<file path="config.mk">
export PLATFORM = sky130hd
export DESIGN_NAME = fir_tap_sequencer
export DESIGN_NICKNAME = d
export VERILOG_FILES = /design/src/rtl/fir_pkg.sv /design/src/rtl/fir_mac_unit.sv /design/src/rtl/fir_tap_sequencer.sv
export SDC_FILE = /design/constraint.sdc
export NUM_CORES = 1
export LEC_CHECK = 0
export CAP_MARGIN = 5
export CORE_MARGIN = 4
export CORE_UTILIZATION = 64
export DETAILED_ROUTE_END_ITERATION = 7
export PLACE_DENSITY_LB_ADDON = 0.15
export REMOVE_ABC_BUFFERS = 1
export SLEW_MARGIN = 0
export SYNTH_ARGS = -nofsm -noshare
export SYNTH_HDL_FRONTEND = slang
export SYNTH_SLANG_ARGS = --single-unit
</file>
<file path="constraint.sdc">
create_clock -name clk -period 6.6 [get_ports clk]
set_input_delay 0.99 -clock clk [delete_from_list [all_inputs] [get_ports clk]]
set_output_delay 0.99 -clock clk [all_outputs]
set_load 0.02 [all_outputs]
</file>
<file path="src/rtl/fir_pkg.sv">
// Shared constants, state encoding and default coefficient table for the
// time-multiplexed FIR tap sequencer.
package fir_pkg;

  localparam int NTAPS  = 6;
  localparam int DATA_W = 8;
  localparam int COEF_W = 4;
  localparam int ACC_W  = 16;
  localparam int PROD_W = DATA_W + COEF_W;
  localparam int ADDR_W = $clog2(NTAPS);
  localparam int K_W    = $clog2(NTAPS + 1);

  // Packed coefficient table, c[0] in the least significant nibble: {1,2,3,3,2,1}.
  localparam logic [NTAPS*COEF_W-1:0] FIR_DEFAULT_COEF = 24'h123321;

  typedef enum logic [1:0] {
    ST_IDLE = 2'd0,
    ST_MAC  = 2'd1,
    ST_OUT  = 2'd2
  } fir_state_e;

  function automatic logic signed [COEF_W-1:0] default_coef(input int idx);
    return FIR_DEFAULT_COEF[idx*COEF_W +: COEF_W];
  endfunction

endpackage

</file>
<file path="src/rtl/fir_mac_unit.sv">
// Shared signed multiply-accumulate. The product is registered before it is
// added, so each accumulation lands one cycle after its operands are issued.
module fir_mac_unit
  import fir_pkg::*;
(
  input  logic                     clk,
  input  logic                     reset,
  input  logic                     clear,
  input  logic                     en,
  input  logic signed [DATA_W-1:0] a,
  input  logic signed [COEF_W-1:0] b,
  output logic        [DATA_W-1:0] acc_lo
);

  logic signed [PROD_W-1:0] prod_d;
  logic signed [PROD_W-1:0] prod_q;
  logic                     prod_vld_q;
  logic signed [ACC_W-1:0]  acc_q;

  assign prod_d = PROD_W'(a) * PROD_W'(b);
  assign acc_lo = acc_q[DATA_W-1:0];

  // Product pipeline stage and sign-extended accumulation; clear starts a new sum.
  always_ff @(posedge clk) begin
    if (reset || clear) begin
      prod_q     <= '0;
      prod_vld_q <= 1'b0;
      acc_q      <= '0;
    end else begin
      prod_q     <= prod_d;
      prod_vld_q <= en;
      if (prod_vld_q)
        acc_q <= acc_q + {{(ACC_W-PROD_W){prod_q[PROD_W-1]}}, prod_q};
    end
  end

endmodule

</file>
<file path="src/rtl/fir_tap_sequencer.sv">
// Time-multiplexed FIR controller: one sample per handshake, one tap per cycle
// through a shared MAC, result held until the sink accepts it.
// Optional feature macro: FIR_COEF_CFG_EN (writable coefficient registers).
//
//   state   | meaning
//   --------+----------------------------------------------------------
//   ST_IDLE | ready for a sample; coefficient writes land here
//   ST_MAC  | issue tap k (k < NTAPS); k == NTAPS drains the product stage
//   ST_OUT  | result presented on out_valid/result until out_ready
module fir_tap_sequencer
  import fir_pkg::*;
(
  input  logic                     clk,
  input  logic                     reset,
  input  logic                     in_valid,
  output logic                     in_ready,
  input  logic signed [DATA_W-1:0] sample,
  output logic                     out_valid,
  input  logic                     out_ready,
  output logic signed [DATA_W-1:0] result,
  output logic                     busy
`ifdef FIR_COEF_CFG_EN
  ,
  input  logic                     cfg_we,
  input  logic        [ADDR_W-1:0] cfg_addr,
  input  logic signed [COEF_W-1:0] cfg_data,
  output logic                     cfg_busy
`endif
);

  fir_state_e               state_q, state_d;
  logic        [K_W-1:0]    k_q;
  logic signed [DATA_W-1:0] x_q  [NTAPS];
  logic signed [COEF_W-1:0] coef [NTAPS];
  logic        [ADDR_W-1:0] tap_idx;
  logic                     accept;
  logic                     last_k;
  logic                     mac_en;
  logic        [DATA_W-1:0] acc_lo;

  assign accept  = in_valid && in_ready;
  assign last_k  = (k_q == K_W'(NTAPS));
  // The drain cycle (k == NTAPS) has no tap; park the mux on tap 0.
  assign tap_idx = last_k ? '0 : ADDR_W'(k_q);

  // State register.
  always_ff @(posedge clk) begin
    if (reset)
      state_q <= ST_IDLE;
    else
      state_q <= state_d;
  end

  // Next-state and handshake outputs.
  always_comb begin
    state_d   = state_q;
    in_ready  = 1'b0;
    out_valid = 1'b0;
    busy      = 1'b0;
    mac_en    = 1'b0;
    case (state_q)
      ST_IDLE: begin
        in_ready = 1'b1;
        if (in_valid)
          state_d = ST_MAC;
      end
      ST_MAC: begin
        busy   = 1'b1;
        mac_en = !last_k;
        if (last_k)
          state_d = ST_OUT;
      end
      ST_OUT: begin
        busy      = 1'b1;
        out_valid = 1'b1;
        if (out_ready)
          state_d = ST_IDLE;
      end
      default: state_d = ST_IDLE;
    endcase
  end

  // Tap index: restarts on accept, walks through the taps plus one drain cycle.
  always_ff @(posedge clk) begin
    if (reset)
      k_q <= '0;
    else if (accept)
      k_q <= '0;
    else if (state_q == ST_MAC && !last_k)
      k_q <= k_q + 1'b1;
  end

  // Delay line shifts only when a sample is accepted.
  always_ff @(posedge clk) begin
    if (reset) begin
      for (int i = 0; i < NTAPS; i++)
        x_q[i] <= '0;
    end else if (accept) begin
      for (int i = NTAPS - 1; i > 0; i--)
        x_q[i] <= x_q[i-1];
      x_q[0] <= sample;
    end
  end

`ifdef FIR_COEF_CFG_EN
  // Coefficient registers; writes are only honoured while idle so a running sum never mixes sets.
  always_ff @(posedge clk) begin
    if (reset) begin
      for (int i = 0; i < NTAPS; i++)
        coef[i] <= default_coef(i);
    end else if (cfg_we && state_q == ST_IDLE && cfg_addr < ADDR_W'(NTAPS)) begin
      coef[cfg_addr] <= cfg_data;
    end
  end

  assign cfg_busy = busy;
`else
  // Fixed coefficient set.
  always_comb begin
    for (int i = 0; i < NTAPS; i++)
      coef[i] = default_coef(i);
  end
`endif

  fir_mac_unit u_mac (
    .clk    (clk),
    .reset  (reset),
    .clear  (accept),
    .en     (mac_en),
    .a      (x_q[tap_idx]),
    .b      (coef[tap_idx]),
    .acc_lo (acc_lo)
  );

  assign result = (state_q == ST_OUT) ? $signed(acc_lo) : '0;

endmodule

</file>
== After elaboration in Yosys (flattened, before gate mapping) ==
Memories as Yosys holds them, arrays and structs flattened.
Cells that the tools add are included.
Word-level totals
  flip-flop bits (word level): 34
  RAM bits: 48
  bits in read-only memories: 32
  input bits: 12
  output and inout bits: 11
  logic and storage cells: 56
  memories kept: 2
Memories
  x_q: depth 6, bits a word 8, read ports 6, clocked after Yosys merged registers in 0, write ports 6, line fir_tap_sequencer.sv:33  | logic signed [DATA_W-1:0] x_q [NTAPS];
  (no name shown): depth 8, bits a word 4, read ports 1, clocked after Yosys merged registers in 0, write ports 0, line fir_tap_sequencer.sv:131  | .b (coef[tap_idx]),
Operators by class
  add/subtract/negate cells: 2
  multipliers: 1
  magnitude comparators: 1
  eq/ne operators: 6
  multiplexer cells: 22
  bitwise gates (word level): 8
  reduce and logical (&&, ||, !) cells: 9
Operator list (number)
  2-to-1 mux 8 bit: 7
  adder 16 bit: 1
  multiplier 8 x 4 -> 12 bit: 1
  2-to-1 mux 1 bit: 8
  2-to-1 mux 4 bit: 2
  2-to-1 mux 2 bit: 3
  inequality test 2 bit (second input constant): 3
  OR 1 bit: 6
  case mux 2 bit (3 select lines): 1
  OR reduction 2 bit: 3
  >= comparator 4 bit (second input constant): 1
  inverter 3 -> 4 bit: 1
  adder 3 x 1 -> 3 bit (second input constant): 1
  equality test 3 bit (second input constant): 1
  2-to-1 mux 3 bit: 1
  AND reduction 3 bit: 1
  equality test 2 x 1 -> 1 bit (second input constant): 1
  equality test 2 bit (second input constant): 1
  logical AND 1 bit: 2
  logical NOT 2 bit: 1
  logical NOT 1 bit: 1
  logical OR 1 bit: 1
  inverter 1 bit: 1

== Longest topological paths before layout ==
Gate-level depths: netlist (run 1).
  depth in word-level cells: 7
  gate-level depth with buffers: 18
  depth with buffers taken out: 14

== By module ==
From an unflattened synthesis (run 1), not the netlist that was laid out.
Second synthesis, totals
  cell total of the unflattened synthesis: 379
  area, all modules: 4119.0 um^2
Modules (own cells, without submodules)
  fir_tap_sequencer: instances 1, cells an instance 220, area each 2676.3 um^2, seq. area each 1541.5 um^2
  fir_mac_unit: instances 1, cells an instance 159, area each 1442.6 um^2, seq. area each 340.3 um^2

== Worst setup path before layout (run 1) ==
OpenSTA, ideal clock, no wires.
  kind: register to register
  start: reg k_q[0]
  end: reg u_mac.prod_q[6]
  library setup time: 0.200 ns
  arrival time: 3.143 ns
  data required time: 6.400 ns
  path slack: 3.257 ns
  cell stages (with the launch flop): 18
  buffers on the path: 3
  period minus slack after synthesis: 3.343 ns
  cells stage by stage: dfxtp_1 buf_6 buf_4 inv_1 ha_1 buf_2 a21boi_2 a22oi_1 o21ai_0 o21ai_0 and2_1 ha_1 ha_1 fa_1 a21o_1 a21oi_1 xor2_1 nor2_1
Between the ends
  longest elaborated chain between the ends: 7
  elaborated cells between the ends (all ways): 8
  classes of those cells: mul (1); eq/ne (1); mux (3); bitwise (1); memory (2)
RTL lines
  start: declaration: line fir_tap_sequencer.sv:32  | logic [K_W-1:0] k_q;
  start signal: assignment: line fir_tap_sequencer.sv:90  | k_q <= k_q + 1'b1;
  equality test 3 bit: line fir_tap_sequencer.sv:42  | assign last_k = (k_q == K_W'(NTAPS));
  2-to-1 mux 3 bit *: line fir_tap_sequencer.sv:44  | assign tap_idx = last_k ? '0 : ADDR_W'(k_q);
  inverter 3 -> 4 bit (implied by the code): line fir_tap_sequencer.sv:131
  memory read (8 x 4 bit)
  2-to-1 mux 4 bit (implied by the code) (2 in series): line fir_tap_sequencer.sv:131
  multiplier 8 x 4 -> 12 bit *: line fir_mac_unit.sv:20  | assign prod_d = PROD_W'(a) * PROD_W'(b);
  end signal: assignment: line fir_mac_unit.sv:30  | prod_q <= prod_d;
  end: declaration: line fir_mac_unit.sv:16  | logic signed [PROD_W-1:0] prod_q;
Every way passes the cells marked *; elsewhere a longest branch is shown, timed or not. The select of a mux whose other input is x is not followed.
A chain may end at the register's enable or synchronous reset.

== Worst setup path after layout (run 1) ==
  start: reg k_q[0]
  end: reg u_mac.prod_q[7]
Same word-level chain as after synthesis.

==> impl_metrics.ini, run 1 <==
[synth]
synthArstFlopShare = 0
syn-cell-area_um2 = 3830
synth-seq-area-share = 0.491
ys_warn_count = 0
synth_flop_cell = edfxtp_1
synth-seq-cells = 70
yosysUniqueCellTypes = 46
syn_avg_cell_area_um2 = 10.6
post-synth-top-count-cell = and2_1
synth_edf_count = 48
netlist_top_cells_count = 70 x and2_1, 48 x edfxtp_1, 28 x nor2_1
yosys-top-cells-area = edfxtp_1 38%, dfxtp_1 11%, and2_1 11%, ha_1 7.8%, mux2i_1 4.4%
synth.top_cell.area_share = 0.376
syn_inst = 361
synth_top_cell_by_area = edfxtp_1

[setup_path]
crit_buf_inv = 2
cp_data_required_time_ns = 6.84
slowest_delay_ns = 0.46
crit_top_cell = ha_1
endpoint_kind = register
critPathLaunchType = register
critPathMaxFanout = 38
critPathSlowestCell = ha_1
cp_data_arrival_time_ns = 4.14
crit_type = reg -> reg
crit_chain = buf_4 -> inv_1 -> ha_1 -> a21boi_2 -> a22oi_1 -> o21ai_1 -> o21ai_0 -> and2_1 -> ha_1 -> ha_1 -> a211oi_1 -> o21bai_1 -> a21oi_1 -> xnor3_1 -> and2_1
cpLargestDelayFamily = compound AO/OA/AOI/OAI gates

[clock_tree]
clockBufferDepth = 2
path_clk_slew_ns = 0.07
cts_tree = built
cts_hold_buf = 0
cts_setup_buffers = 0
cts_resized = 0
h-tree-depth = 3
insertion_delay_ns = 0.35
cts_buffers = 9
clock-sinks = 70
clock-root-buffer = clkbuf_8

[drt]
drt-wirelength-per-cell_um = 15.6
drt_first_pass_iters = 5
route.antenna.remaining_nets = 0
viasPerCell = 5.77
wirelength_um = 7130
drc_errors = 0
vias = 2635
drtIter0Drc = 123

[die]
fp.dieW_um = 85.4
fp.coreArea_um2 = 5640
ioPinCount = 23
dieHeight_um = 85.4
dieArea_um2 = 7290
initial_core_util = 0.679
rows = 27

[placement]
gp_congestion = 0.839
hpwlAfterDp_um = 4900
portBuffers = 22
place_ws_ns = 2.75
dpl_cell_area_um2 = 4080

[sta]
hold_violations = 0
fmaxAchievable_ghz = 0.257
setup_viol_count_final = 0
max_slew.worst_pin.slew_ns = 0.940
slew_headroom = 0.373
fin_crit_sh = 0.591
tns_ns = 0
min_period_ns = 3.90
rsz0062_at_grt = false
slew_viol_final = 0
fin_ws_ns = 2.70
skew_ns = 0.00663

[grt]
grt.overflow.total = 0
grt_pass1_wl_um = 12200
grt_max_degree = 49
antenna_found_initial = 0
gr-usage-all-layers = 0.214
first_global_vias = 2546

[finish]
antenna_cells = 0
drive_gt1_frac = 0.0675
finish.net_count = 418
area_growth_syn_to_layout_pct = 12.0
final_cell_area_um2 = 4290

[status]
status = completed

[run]
maxCapViolCount = 0

[pwr]
leakage_nw = 1.67
power.density_nw_per_um2 = 274
ir_worst_vdd_mv = 0.260

[hold_path]
hold_class = reg -> reg
## area by class of cell
class | instances | area [µm²]
multi-input cells | 262 | 1820
inverters | 12 | 45.0
repair buffers | 25 | 243
clock inverters | 7 | 88.8
clock buffers | 9 | 124
flip-flops and latches | 70 | 1880
well taps | 72 | 90.1
fillers | 362 | 1350
## where the power goes
| part | internal (W) | leakage [nW] | total, W | switching (W) |
|---|---|---|---|---|
| Clock | 0.000210 | 0.103 | 0.000372 | 0.000162 |
| Combinational | 0.000106 | 0.870 | 0.000245 | 0.000139 |
| Sequential | 0.000527 | 0.700 | 0.000558 | 0.0000313 |
## layer usage
| metal | track usage | routed length [µm] | part of all wire | vias up |
|---|---|---|---|---|
| met3 | 0.0718 | 307 | 0.043 | 10 |
| met4 | 0.0619 | 102 | 0.014 | 0 |
| li1 | - | - | - | 1308 |
| met1 | 0.276 | 3230 | 0.45 | 1264 |
| met2 | 0.343 | 3490 | 0.49 | 53 |
| met5 | 0 | 0 | 0 | - |
## metrics by stage
stage | hold WS, ns | util | instances | power (W)
after CTS | 0.510 | 0.761 | 457 | 0.00118
after detailed placement | 0.500 | 0.723 | 441 | 0.000812
after global routing | 0.540 | 0.761 | 457 | 0.00124
after global placement | 0.489 | 0.723 | 441 | 0.000799
after floorplan | 0.470 | - | 344 | 0.000736
final | 0.508 | 0.761 | 457 | 0.00118
## kinds of logic (layout without fill, tap and decap cells)
logic type | Yosys count | in the layout | share of synthesized area
and+or+nand+nor | 131 | 131 | 0.184
AOI/OAI and AO/OA | 80 | 80 | 0.134
DFF | 70 | 70 | 0.491
buffers and inverters | 29 | 53 | 0.0343
adders and majority gates | 26 | 26 | 0.0888
muxes | 18 | 18 | 0.0483
xor gates and xnor gates | 7 | 7 | 0.0196
## registers in the layout, indices dropped and copies added, names as in the netlist
name and flops:
u_mac.prod_q 8, x_q 48, k_q 3, state_q 2
u_mac.acc_q 8, u_mac.prod_vld_q 1
## cell usage in the layout, fill, tap and decap left out, types with 3 or more instances in the layout
cell type	n
and2_1	70
edfxtp_1	48
nor2_1	27
ha_1	24
a21oi_1	23
clkdlybuf4s50_1	22
dfxtp_1	22
mux2i_1	17
o21ai_0	16
nand2_1	15
inv_1	11
clkbuf_8	9
a22oi_1	6
nor3_1	6
a211oi_1	6
o21ai_1	4
nor2b_1	4
xor2_1	4
nand2b_1	3
a21o_1	3
o211ai_1	3
o21a_1	3
buf_4	3
## path summary, 6_finish.rpt
| kind | start | cells after the start | slack [ns] | endpoint |
|---|---|---|---|---|
| max | k_q[0] | 15 | 2.70 | u_mac.prod_q[7] |
| min | u_mac.acc_q[1] | 2 | 0.51 | u_mac.acc_q[1] |
| max reg2reg | k_q[0] | 15 | 2.70 | u_mac.prod_q[7] |
| min reg2reg | u_mac.acc_q[1] | 2 | 0.51 | u_mac.acc_q[1] |
## worst min-delay path, stage by stage (launching register included)
cell and delay (ns):
dfxtp_1 0.33, nor2_1 0.09, a211oi_1 0.04
Power figures use the tool's default switching activity.
==> inputs of run 2 (changes only) <==
CORE_UTILIZATION = 54   (was 64)
clock period = 3.15 ns   (was 6.6 ns; I/O delays follow)
==> run 2 against run 1 <==
Effect of this change: routed wire length increased by 1.5%; sequential power increased by 110%; core utilization decreased by 10 points; first-iteration DRC count decreased by 45%; total power increased by 120%; sequential share of layout area decreased by 2.0 points; clock skew increased by 0.0026 ns; critical path depth decreased by 2; die area increased by 17%; cell area increased by 5.0%; clock-buffer cell count increased by 1; largest cell class unchanged.
==> impl_metrics.ini, run 2 (synthesis gave the netlist of run 1 again) <==
[placement]
hpwlAfterDp_um = 5020
portBuffers = 22
gp_congestion = 0.834

[sta]
hold_violations = 0
max_slew.worst_pin.slew_ns = 0.461
fmaxAchievable_ghz = 0.332
fin_crit_sh = 0.957
slew_viol_final = 0
setup_viol_count_final = 0
whs_ns = 0.515
slew_headroom = 0.692
min_period_ns = 3.01
skew_ns = 0.00923

[setup_path]
critPathSlowestCell = dfxtp_1
slowest_delay_ns = 0.38
endpoint = u_mac.prod_q[7]
endpoint_kind = register
cpLargestDelayFamily = compound AO/OA/AOI/OAI gates
cp.depth = 13
crit_chain = buf_4 -> a21boi_4 -> a22oi_1 -> o21ai_0 -> o21ai_0 -> and2_1 -> ha_1 -> ha_1 -> a211oi_2 -> o21bai_1 -> a21oi_1 -> xnor3_1 -> and2_1
cp_data_arrival_time_ns = 3.26
reg2reg_to = u_mac.prod_q[7]
critPathMaxFanout = 16
crit_type = reg -> reg
cp_data_required_time_ns = 3.40
reg2reg_from = k_q[1]
critPathLaunchType = register
reg2reg_depth = 13
crit_buf_inv = 1
rrSetupSlack_ns = 0.14
crit_start = k_q[1]

[drt]
top_layer = met4
dr_wl_met2_um = 3490
wirelength_um = 7230
drc_errors = 0
route.antenna.remaining_nets = 0
drt-met1-wl_um = 3450
drt-wirelength-per-cell_um = 14.6
drtIter0Drc = 68
met3_length_um = 202
drt_first_pass_iters = 4
viasPerCell = 5.29
vias = 2614

[finish]
layout_commonest_cell = and2_1
mostFrequentLayoutCells = 70 x and2_1, 48 x edfxtp_1, 27 x nor2_1
drive_gt1_frac = 0.118
area_growth_syn_to_layout_pct = 17.6
reg_top3 = x_q: 48 flops, u_mac.acc_q: 8 flops, u_mac.prod_q: 8 flops
regMostFlops = x_q
antenna_cells = 0
final_core_util = 0.660
largest_reg_flops = 48
finish.net_count = 431

[grt]
antenna_found_initial = 0
gr-usage-all-layers = 0.184
grt_max_degree = 46
grt_pass1_wl_um = 12300
grt.overflow.total = 0
first_global_vias = 2540

[die]
initial_core_util = 0.561
dieArea_um2 = 8510
fp.coreArea_um2 = 6830
rows = 30
dieHeight_um = 92.2
ioPinCount = 23
fp.dieW_um = 92.2

[clock_tree]
clock-root-buffer = clkbuf_8
h-tree-depth = 3
cts_buffers = 9
path_clk_slew_ns = 0.07
cts_setup_buffers = 0
clockBufferDepth = 2
insertion_delay_ns = 0.35
clock-sinks = 70
cts_hold_buf = 0
cts_tree = built

[hold_path]
hp-start = u_mac.acc_q[1]
hold_class = reg -> reg

[pwr]
p_seq_frac = 0.446
p_int_w = 0.00189
p_clk_frac = 0.333
ir_worst_vdd_mv = 0.341
swShare = 0.273
p_comb_frac = 0.221
leakage_nw = 1.76
power.density_nw_per_um2 = 578
p_sw_w = 0.000713

[run]
maxCapViolCount = 0

[status]
status = completed
run 2: worst min-delay path, cell delays in order, from the launching register on:
cell and delay (ns):
dfxtp_1 0.33, nor2_1 0.09, a211oi_1 0.05
run 2: layout make-up:
| cell class | instances | area, µm² |
|---|---|---|
| inverter | 12 | 45.0 |
| fill | 560 | 2320 |
| clock buffer | 10 | 128 |
| timing repair buffer | 38 | 360 |
| clock inverter | 6 | 111 |
| multi-input combinational | 262 | 1860 |
| tap | 96 | 120 |
| sequential | 70 | 1880 |
run 2: worst min-delay path by stage:
stage | endpoint | slack, ns | cells past startpoint
after global routing | u_mac.acc_q[1] | 0.53 | 2
after global placement | u_mac.acc_q[7] | 0.48 | 2
after CTS | u_mac.acc_q[1] | 0.51 | 2
after detailed placement | u_mac.acc_q[1] | 0.50 | 2
after floorplan | u_mac.acc_q[7] | 0.47 | 2
final | u_mac.acc_q[1] | 0.51 | 2
run 2: power groups by stage:
stage	Sequential [W]	Combinational (W)	Clock [W]
after floorplan	0.00118	0.000363	0
after global placement	0.00118	0.000546	0
after detailed placement	0.00118	0.000553	0
after CTS	0.00116	0.000562	0.000883
after global routing	0.00118	0.000644	0.000927
final	0.00116	0.000576	0.000867
run 2: metal layers:
| metal | vias up | global-route usage |
|---|---|---|
| met1 | 1239 | 0.237 |
| met4 | 0 | 0.0557 |
| met3 | 7 | 0.0517 |
| li1 | 1338 | - |
| met2 | 30 | 0.303 |
| met5 | - | 0 |
run 2: timing repair:
| action | in CTS | in global routing |
|---|---|---|
| setup endpoints to repair | 2 | 2 |
| pin swaps | 0 | 1 |
| gates resized for setup | 2 | 15 |
| hold endpoints to repair | 0 | 0 |
run 2: metrics by stage:
stage	cells	setup slack [ns]	power (W)	area (µm²)	TNS (ns)
2_1_floorplan	344	-0.884	0.00154	3750	-3.20
3_3_place_gp	478	0.0759	0.00172	4220	0
3_5_place_dp	478	-0.0279	0.00173	4220	-0.0279
4_1_cts	494	0.0374	0.00261	4460	0
5_1_grt	494	-0.00808	0.00275	4510	-0.00808
6_report	494	0.136	0.00261	4510	0
